[src/rtl/sys_array_feeder.sv]
// Purpose : buffers a 4x4 A (rows) and B (columns), pulses arr_clr, then drives the skewed a/b diagonals.
// Latency : last beat at edge E -> arr_clr in cycle E+1 -> t=0 in E+2 -> done in E+2+7+DRAIN.
// Backpressure: in_ready is high only in LOAD; in_valid is ignored in every other state.
// Ports   : clk, rst (async, active-low); in_valid/in_ready/in_a_row/in_b_col load port;
//           arr_clr array clear; a1..a4 / b1..b4 skewed operand streams; busy, done status.
module sys_array_feeder #(
  parameter int DW    = 32,
  parameter int DRAIN = 6
) (
  input  logic            clk,
  input  logic            rst,
  input  logic            in_valid,
  output logic            in_ready,
  input  logic [4*DW-1:0] in_a_row,
  input  logic [4*DW-1:0] in_b_col,
  output logic            arr_clr,
  output logic [DW-1:0]   a1,
  output logic [DW-1:0]   a2,
  output logic [DW-1:0]   a3,
  output logic [DW-1:0]   a4,
  output logic [DW-1:0]   b1,
  output logic [DW-1:0]   b2,
  output logic [DW-1:0]   b3,
  output logic [DW-1:0]   b4,
  output logic            busy,
  output logic            done
);

  localparam int DCW = (DRAIN > 1) ? $clog2(DRAIN) : 1;
  localparam logic [DCW-1:0] DRAIN_LAST = (DRAIN > 0) ? DCW'(DRAIN - 1) : '0;

  typedef enum logic [2:0] {
    S_LOAD,
    S_CLR,
    S_FEED,
    S_DRAIN,
    S_DONE
  } state_e;

  state_e                 state_q, state_d;
  logic [1:0]             beat_q, beat_d;
  logic [2:0]             feed_q, feed_d;
  logic [DCW-1:0]         drain_q, drain_d;
  logic                   in_ready_q, in_ready_d;
  logic                   arr_clr_q, arr_clr_d;
  logic                   busy_q, busy_d;
  logic                   done_q, done_d;
  logic [3:0][DW-1:0]     a_q, a_d;
  logic [3:0][DW-1:0]     b_q, b_d;
  // a_mem[k] holds row k of A, b_mem[k] holds column k of B, as received.
  logic [3:0][4*DW-1:0]   a_mem_q, a_mem_d;
  logic [3:0][4*DW-1:0]   b_mem_q, b_mem_d;

  // Streams are registered, so they are computed for the cycle being entered.
  logic                   feed_stream;
  logic [2:0]             stream_t;

  always_comb begin
    state_d     = state_q;
    beat_d      = beat_q;
    feed_d      = feed_q;
    drain_d     = drain_q;
    in_ready_d  = 1'b0;
    arr_clr_d   = 1'b0;
    busy_d      = busy_q;
    done_d      = 1'b0;
    a_mem_d     = a_mem_q;
    b_mem_d     = b_mem_q;
    feed_stream = 1'b0;
    stream_t    = 3'd0;
    a_d         = '0;
    b_d         = '0;

    case (state_q)
      S_LOAD: begin
        in_ready_d = 1'b1;
        if (in_valid && in_ready_q) begin
          a_mem_d[beat_q] = in_a_row;
          b_mem_d[beat_q] = in_b_col;
          busy_d          = 1'b1;
          beat_d          = beat_q + 2'd1;
          if (beat_q == 2'd3) begin
            state_d    = S_CLR;
            in_ready_d = 1'b0;
            arr_clr_d  = 1'b1;
          end
        end
      end
      S_CLR: begin
        state_d     = S_FEED;
        feed_d      = 3'd0;
        feed_stream = 1'b1;
        stream_t    = 3'd0;
      end
      S_FEED: begin
        if (feed_q == 3'd6) begin
          // feed_q stays at 6 after exit
          if (DRAIN == 0) begin
            state_d = S_DONE;
            done_d  = 1'b1;
            busy_d  = 1'b0;
          end else begin
            state_d = S_DRAIN;
            drain_d = '0;
          end
        end else begin
          feed_d      = feed_q + 3'd1;
          feed_stream = 1'b1;
          stream_t    = feed_q + 3'd1;
        end
      end
      S_DRAIN: begin
        if (drain_q == DRAIN_LAST) begin
          state_d = S_DONE;
          done_d  = 1'b1;
          busy_d  = 1'b0;
        end else begin
          drain_d = drain_q + 1'b1;
        end
      end
      S_DONE: begin
        state_d    = S_LOAD;
        beat_d     = 2'd0;
        in_ready_d = 1'b1;
      end
      default: begin
        state_d    = S_LOAD;
        beat_d     = 2'd0;
        in_ready_d = 1'b1;
        busy_d     = 1'b0;
      end
    endcase

    // Diagonal t: lane i carries A[i][t-i] and B[t-i][i] while 0 <= t-i <= 3.
    if (feed_stream) begin
      for (int i = 0; i < 4; i++) begin
        if ((int'(stream_t) - i >= 0) && (int'(stream_t) - i <= 3)) begin
          a_d[i] = a_mem_q[i][(int'(stream_t) - i)*DW +: DW];
          b_d[i] = b_mem_q[i][(int'(stream_t) - i)*DW +: DW];
        end
      end
    end
  end

  always_ff @(posedge clk or negedge rst) begin
    if (!rst) begin
      state_q    <= S_LOAD;
      beat_q     <= 2'd0;
      feed_q     <= 3'd0;
      drain_q    <= '0;
      in_ready_q <= 1'b1;
      arr_clr_q  <= 1'b0;
      busy_q     <= 1'b0;
      done_q     <= 1'b0;
      a_q        <= '0;
      b_q        <= '0;
    end else begin
      state_q    <= state_d;
      beat_q     <= beat_d;
      feed_q     <= feed_d;
      drain_q    <= drain_d;
      in_ready_q <= in_ready_d;
      arr_clr_q  <= arr_clr_d;
      busy_q     <= busy_d;
      done_q     <= done_d;
      a_q        <= a_d;
      b_q        <= b_d;
    end
  end

  // Matrix buffer is always fully rewritten before use, so it carries no reset.
  always_ff @(posedge clk) begin
    a_mem_q <= a_mem_d;
    b_mem_q <= b_mem_d;
  end

  assign in_ready = in_ready_q;
  assign arr_clr  = arr_clr_q;
  assign busy     = busy_q;
  assign done     = done_q;
  assign a1       = a_q[0];
  assign a2       = a_q[1];
  assign a3       = a_q[2];
  assign a4       = a_q[3];
  assign b1       = b_q[0];
  assign b2       = b_q[1];
  assign b3       = b_q[2];
  assign b4       = b_q[3];

endmodule

[config.mk]
export PLATFORM = sky130hd
export DESIGN_NAME = sys_array_feeder
export DESIGN_NICKNAME = d
export VERILOG_FILES = /design/src/rtl/sys_array_feeder.sv
export SDC_FILE = /design/constraint.sdc
export NUM_CORES = 1
export LEC_CHECK = 0
export CAP_MARGIN = 5
export CORE_ASPECT_RATIO = 1.25
export CORE_MARGIN = 2
export CORE_UTILIZATION = 60
export DETAILED_ROUTE_END_ITERATION = 12
export MAX_ROUTING_LAYER = met4
export PLACE_DENSITY = 0.84
export SYNTH_ARGS = -nofsm -noshare
export SYNTH_HDL_FRONTEND = slang
export SYNTH_SLANG_ARGS = --single-unit
[constraint.sdc]
create_clock -name clk -period 19.1 [get_ports clk]
set_input_delay 1.91 -clock clk [delete_from_list [all_inputs] [get_ports clk]]
set_output_delay 1.91 -clock clk [all_outputs]
set_load 0.01 [all_outputs]
**After elaboration in Yosys (flattened, before gate mapping)**

Index checks and enable logic that the tools add are counted.

- Latch bits: 0
- Output and inout bits: 260
- Input port bits: 259
- Register bits after elaboration: 1,295
- Memories kept: 0
- Bits in read-only memories: 0
- Word-level logic and storage cells: 121
- Memory bits (writable): 0

- $lt $le $gt $ge: 10
- Equal/unequal tests: 13
- Shifts and indexed selects: 8
- Mux-type cells: 41
- Div/mod/pow operators: 0
- $add $sub $neg: 6
- Multiply operators: 0
- Reduce and logical (&&, ||, !) cells: 17
- Bitwise gates (word level): 2

Operator list:

| cell | number |
|---|---|
| $bwmux W512 | 2 |
| $shiftx A128 B9 Y32 | 8 |
| $mux W128 | 3 |
| $demux W128 S2 | 1 |
| $mux W32 | 8 |
| $mux W3 | 9 |
| $ge A4 B1 Y1 const B | 3 |
| $le A4 B3 Y1 const B | 3 |
| $ne A2 B2 Y1 const B | 6 |
| $pmux W3 S2 | 2 |
| $pmux W3 S4 | 1 |
| $mux W1 | 10 |
| $eq A3 B3 Y1 const B | 3 |
| $sub A3 B2 Y4 const B | 2 |
| $add A3 B1 Y3 const B | 2 |
| $eq A3 B2 Y1 const B | 2 |
| $logic_and A1 B1 Y1 | 6 |
| $reduce_and A2 Y1 | 3 |
| $reduce_and A3 Y1 | 2 |
| $reduce_or A3 Y1 | 2 |
| $pmux W1 S2 | 2 |
| $pmux W2 S2 | 1 |
| $reduce_and A4 Y1 | 1 |
| $reduce_bool A2 Y1 | 2 |
| other kinds (12) | 13 |

**Depth between registers and ports, before layout**

Gate-level depths: netlist (run 1).

- Depth in word-level cells: 8
- Gate-level depth with buffers: 14
- Gate-level depth less buffers: 9

**Worst setup path before layout (run 1)**

No wires, ideal clock.

- Path kind: input to register
- From: input in_valid
- To: register a_mem_q[0] in the netlist's numbering (enable)
- Setup time: 0.649 ns
- Data arrival time: 8.117 ns
- Path buffers: 0
- Stages: 3
- Required time: 18.451 ns
- Setup slack: 10.333 ns
- Cell sequence: nand3_1 -> nor2_1 -> and2_1

- Word-level cells in the longest chain between the ends: 2

RTL lines:

| what | line | source |
|---|---|---|
| start, declared | 12 | `input logic in_valid,` |
| $logic_and A1 B1 Y1 | 77 | `if (in_valid && in_ready_q) begin` |
| $reduce_and A2 Y1 (no line) | -- |  |
| end signal, assigned | 173 | `a_mem_q <= a_mem_d;` |
| end, declared | 51 | `logic [3:0][4*DW-1:0] a_mem_q, a_mem_d;` |

Every way passes these cells.
A chain may end at the register's enable or synchronous reset.

**Worst setup path in the final report (run 1)**

- From: input in_valid
- To: register a_mem_q[420] in the netlist's numbering (enable)

Same word-level chain as after synthesis.

==> key figures, run 1 <==
Timing
  • Worst Clk Skew: 0.0363 ns
  • Final Max Slew Viols: 0
  • Slew HR: 0.202
  • Setup Viol. Count Final: 0
  • RSZ-0062 raised after global routing: false
  • Fmax: 186 MHz
  • Final hold slack: 0.516 ns
  • Worst Tran Pin Value: 1.20 ns
  • Post-route setup slack: 13.73 ns
  • Crit path time final: 5.37 ns
  • Crit share post-route: 0.281
  • Final hold vios: 0
  • Setup Total Neg Slack: 0 ns

Synthesis
  • Ys flop type: edfxtp_1
  • Largest family of logic cells by synthesized area: multiplexers
  • Ys Warns: 0
  • Post-Syn Nets: 2,706
  • Complex-gate fraction of the synthesized area: 0.0607
  • Post-Syn Instances: 2,433
  • Post-synthesis mux area share: 0.0624
  • Most frequent cell after synthesis: edfxtp_1
  • Post-synth EDFFs: 1,024
  • Asr flop ratio synth: 0.209
  • Yosys reg bits: 1,295
  • Top cells by count, synth: 1,024 x edfxtp_1, 270 x dfrtp_1, 196 x a21oi_1, 196 x nand2_1
  • Top cell type's share of synthesized area: 0.661
  • Simple-gate share of the synthesized area: 0.0485
  • Unique masters post-synth: 47
  • Mapped cell area: 46,500 µm²
  • XOR/XNOR Fraction of Synth Area: 0.000538
  • Synth top area cells: edfxtp_1 66%, dfrtp_1 15%, mux4_2 6.2%, a21oi_1 2.1%, a211oi_1 2.1%
  • Seq/Total Area, Yosys: 0.807
  • Post-synthesis average cell area: 19.1 µm²
  • Post-synthesis adder-cell area fraction: 0.00398
  • Cell taking the most area after synthesis: edfxtp_1

Critical path
  • WS Path Type: input port to register
  • Cells along the critical path: clkdlybuf4s50_1 > nand3_1 > nor2_1 > and2_4 > buf_4 > buf_4
  • CP max FO: 73
  • FF-to-FF setup slack: 13.93 ns
  • Arr. time, crit path: 5.66 ns
  • Crit. End Element: register
  • Slowest CP cell: buf_4
  • Crit start category: input port
  • Required @ worst endpoint: 19.40 ns
  • Most used cell, CP: buf_4
  • Critical path's largest stage delay: 0.89 ns
  • R2R cell count: 8

Routing
  • Starting DRT DRC Count: 2,853
  • Drt drc: 0
  • Via density: 6.39
  • Pre-Repair DR Iteration Count: 5
  • Antenna-violating nets left: 0
  • Routed WL: 121,000 µm
  • Via count: 25,900
  • WL/cell: 29.9 µm

Floorplan
  • Die width: 253 µm
  • Initial Utilization: 0.604
  • Ports: 519
  • Core box area: 77,000 µm²
  • Die area: 79,800 µm²
  • Row cnt: 114
  • Die Height: 315 µm

Layout
  • Layout cell share with drive strength beyond 1: 0.131
  • Largest registers: a_mem_q: 512 flops, b_mem_q: 512 flops
  • Sequential cell area: 37,500 µm²
  • Area growth, synth to finish: 21.3%
  • Final layout net count: 3,218
  • # fillers: 4,134
  • Fin area: 56,400 µm²
  • Finished Core Util: 0.733
  • Post-route non-filler standard cell count: 4,047
  • Multi-input logic area: 8280 µm²

Placed design
  • PortBufs: 518
  • Placed insts: 3,816
  • Pre-CTS WS: 13.18 ns
  • HPWL Detailed: 70,500 µm
  • RD Place Congestion: 0.828
  • Placed cell area: 52,600 µm²

Hold path
  • HP Class: register to register
  • Hold Crit Depth: 2

Global route
  • GRT Overall Usage: 0.316
  • Initial antenna violation count: 14
  • Largest net degree at the start of global routing: 136
  • First-pass GRT wire length: 175,000 µm
  • GRT overflow: 0
  • Vias in the first global route: 27,100

Run
  • Max-cap violations: 0

Clock network
  • Root Buffer: clkbuf_16
  • # hold bufs at CTS: 0
  • Sink Count: 1,295
  • CTS buffer count: 113
  • Clock slew at the register clock pins of the worst setup and hold paths: 0.07 ns
  • CTS H-tree lvls: 3
  • Cts repair resizes: 0
  • Post-CTS setup buffer count: 0
  • Longest Clk Path Bufs: 3
  • CTS tree: yes
  • Worst skew pair latency: 0.70 ns

Power
  • Leakage: 19.7 nW
  • Worst VDD drop: 275 µV
  • Total Power: 9.08 mW
  • Pwr per Cell Area: 161 nW/µm²

Outcome
  • Status: complete, no violations
-- where the power goes --
| group | total, mW | switching, mW | leakage [nW] | internal (mW) |
|---|---|---|---|---|
| clock | 2.35 | 1.00 | 1.87 | 1.34 |
| combinational | 3.44 | 2.16 | 5.03 | 1.29 |
| sequential | 3.29 | 0.0861 | 12.8 | 3.20 |
-- layout by cell type, fill, tap and decap left out, types with 33 or more instances in the layout --
cell,count
nor3b_1,65
and3_1,64
a221oi_2,34
a21oi_1,195
and2_1,66
dfrtp_1,270
nand2_1,196
edfxtp_1,1024
clkbuf_16,117
clkdlybuf4s50_1,517
a211oi_1,128
mux4_2,128
buf_4,33
-- layer usage --
metal | up-vias | GRT usage | part of all wire
li1 | 10600 | - | -
met1 | 13200 | 0.378 | 0.34
met2 | 1728 | 0.515 | 0.51
met3 | 350 | 0.0622 | 0.098
met4 | 0 | 0.164 | 0.053
met5 | - | - | 0
-- cells by family after synthesis --
kind of cell / count (synthesis)
buffers and inverters: 162
AOI/OAI and AO/OA: 402
and+or+nand+nor: 427
muxes: 130
xor gates and xnor gates: 2
adders and majority gates: 15
DFF: 1295
-- final cells by class --
cell class	count	share of cell area
Sequential cell	1295	0.665
Multi-Input combinational cell	976	0.147
Timing Repair Buffer	552	0.0967
Clock buffer	143	0.0543
Tap cell	986	0.0219
Clock inverter	71	0.0138
Inverter	7	0.000820
Antenna cell	17	0.000754
-- worst max-delay path: cells and delay by family --
kind                   cells  cell delay (ns)
buffers and inverters      3             2.21
and+or+nand+nor            3             1.35
-- final timing paths --
| path | from | to |
|---|---|---|
| hold / removal | b_mem_q[347] | b3[27] |
| min in group asynchronous | rst | b2[15] |
| max in group asynchronous | rst | a4[15] |
| setup reg to reg | state_q[2] | b3[28] |
| hold reg to reg | b_mem_q[347] | b3[27] |
| setup / recovery | in_valid | a_mem_q[420] |
Note: power is estimated with default switching activity, not from simulation.
==> inputs of run 2 (changes only) <==
--- a/config.mk
+++ b/config.mk
@@ -8,10 +8,10 @@
 export CAP_MARGIN = 5
 export CORE_ASPECT_RATIO = 1.25
 export CORE_MARGIN = 2
-export CORE_UTILIZATION = 60
+export CORE_UTILIZATION = 56
 export DETAILED_ROUTE_END_ITERATION = 12
 export MAX_ROUTING_LAYER = met4
-export PLACE_DENSITY = 0.84
+export PLACE_DENSITY = 0.79
 export SYNTH_ARGS = -nofsm -noshare
 export SYNTH_HDL_FRONTEND = slang
 export SYNTH_SLANG_ARGS = --single-unit
==> constraint.sdc (replaced) <==
create_clock -name clk -period 5.1 [get_ports clk]
set_input_delay 0.51 -clock clk [delete_from_list [all_inputs] [get_ports clk]]
set_output_delay 0.51 -clock clk [all_outputs]
set_load 0.01 [all_outputs]
==> key figures, run 2 (same netlist as run 1, synthesis figures left out) <==
Outcome
  • Status: complete, no violations

Layout
  • Fin area: 56,900 µm²
  • Layout cell share with drive strength beyond 1: 0.133
  • Multi-input logic area: 8280 µm²
  • Area growth, synth to finish: 22.2%
  • Final layout net count: 3,237
  • Largest registers: a_mem_q: 512 flops, b_mem_q: 512 flops
  • Most common cell after layout, fill and taps aside: edfxtp_1
  • Commonest non-fill, non-tap cells in the layout: 1,024 x edfxtp_1, 517 x clkdlybuf4s50_1, 270 x dfrtp_1
  • Finished Core Util: 0.689
  • Sequential cell area: 37,500 µm²
  • # fillers: 4,926

Timing
  • Post-route setup slack: 1.09 ns
  • Setup Viol. Count Final: 0
  • Final Max Slew Viols: 0
  • Worst Clk Skew: 0.0188 ns
  • Worst Tran Pin Value: 1.22 ns
  • Setup Total Neg Slack: 0 ns
  • Crit path time final: 4.01 ns
  • Fmax: 250 MHz
  • RSZ-0062 raised after global routing: false
  • Slew HR: 0.188
  • Crit share post-route: 0.786
  • Final hold vios: 0

Run
  • Max-cap violations: 0

Critical path
  • Critical path's largest stage delay: 0.79 ns
  • Crit. End Element: register
  • Slowest CP cell: or4b_4
  • Arr. time, crit path: 4.56 ns
  • WS Path Type: register to register
  • Crit start category: register
  • CP max FO: 113
  • Crit path max-delay family: simple AND/OR/NAND/NOR gates
  • Most used cell, CP: ha_1
  • Worst path bufs/invs: 3
  • Required @ worst endpoint: 5.65 ns
  • Cells along the critical path: inv_1 > ha_1 > a21oi_4 > and2_4 > inv_8 > ha_1 > or4b_4 > buf_4 > a211oi_1

Routing
  • Antenna-violating nets left: 0
  • Via density: 6.12
  • Routed WL: 117,000 µm
  • Pre-Repair DR Iteration Count: 5
  • Drt drc: 0
  • Via count: 25,500
  • WL/cell: 28.0 µm
  • Starting DRT DRC Count: 2,738

Floorplan
  • Ports: 519
  • Die area: 85,400 µm²
  • Core box area: 82,500 µm²
  • Die Height: 326 µm
  • Row cnt: 118
  • Initial Utilization: 0.564
  • Die width: 262 µm

Global route
  • Initial antenna violation count: 19
  • Met2 Use GR: 0.462
  • Largest net degree at the start of global routing: 133
  • GRT Overall Usage: 0.284
  • GRT overflow: 0
  • First-pass GRT wire length: 171,000 µm
  • GR peak layer: met2
  • Met1 usage: 0.355
  • GR Util met3: 0.0530
  • Vias in the first global route: 26,800

Placed design
  • PortBufs: 518
  • RD Place Congestion: 0.818
  • Pre-CTS WS: 1.26 ns
  • HPWL Detailed: 69,600 µm
  • Placed cell area: 53,000 µm²

Clock network
  • Sink Count: 1,295
  • CTS buffer count: 114
  • Root Buffer: clkbuf_16
  • CTS tree: yes
  • Longest Clk Path Bufs: 3
  • CTS H-tree lvls: 3
  • Worst skew pair latency: 0.69 ns
  • Cts repair resizes: 0
  • Clock slew at the register clock pins of the worst setup and hold paths: 0.06 ns

Hold path
  • HP Class: input port to async pin

Power
  • Worst VDD drop: 753 µV
  • Pwr per Cell Area: 595 nW/µm²
  • Leakage: 19.9 nW
[run 2: cell count changes in the layout (fill, tap and decap cells not counted), moves of 3 or more]
cell and delta:
bufinv_16 -5, clkinv_4 -3, clkinv_2 -10, clkinv_1 +5, clkbuf_1 +5, clkinvlp_4 -7, diode_2 +4, buf_12 +15
clkbuf_8 +16
[run 2: cell type report]
type,instances,share of cell area
inverter,7,0.000814
tap,1080,0.0238
multi-input combinational,976,0.146
antenna,21,0.000924
clock inverter,48,0.00849
sequential,1295,0.660
clock buffer,166,0.0590
timing repair buffer,570,0.102
[run 2: timing repair]
action	4_1_cts	5_1_grt
endpoints found under the hold margin	9	0
setup buffers	0	0
endpoints found under the setup margin	0	0
hold buffers	1	0
[run 2: final timing paths]
| check | depth (start not counted) | start | end | slack (ns) |
|---|---|---|---|---|
| max | 9 | feed_q[0] | b3[28] | 1.09 |
| min | 2 | rst | b2[18] | 0.22 |
| max reg2reg | 9 | feed_q[0] | b3[28] | 1.09 |
| min reg2reg | 2 | a_mem_q[325] | a3[5] | 0.50 |
| max in group asynchronous | 3 | rst | a3[18] | 3.70 |
| min in group clk | 1 | in_a_row[11] | a_mem_q[267] | 0.46 |
[run 2: metal layers]
metal,part of all wire,up-vias
li1,-,10600
met1,0.36,13200
met2,0.52,1392
met3,0.089,241
met4,0.036,0
met5,0,-
[run 2: stage by stage]
step | power [mW] | cells | hold slack (ns)
floorplan | 20.6 | 2433 | 0.214
global placement | 24.8 | 3927 | 0.335
detailed placement | 25.2 | 3927 | 0.336
CTS | 34.0 | 4142 | 0.201
global route | 35.2 | 4162 | 0.228
finish | 33.8 | 4163 | 0.223
[run 2: power by group]
| part | internal [mW] | switching [mW] |
|---|---|---|
| Sequential | 12.0 | 0.333 |
| Clock | 5.04 | 3.68 |
| Combinational | 4.91 | 7.88 |
| Total | 22.0 | 11.9 |
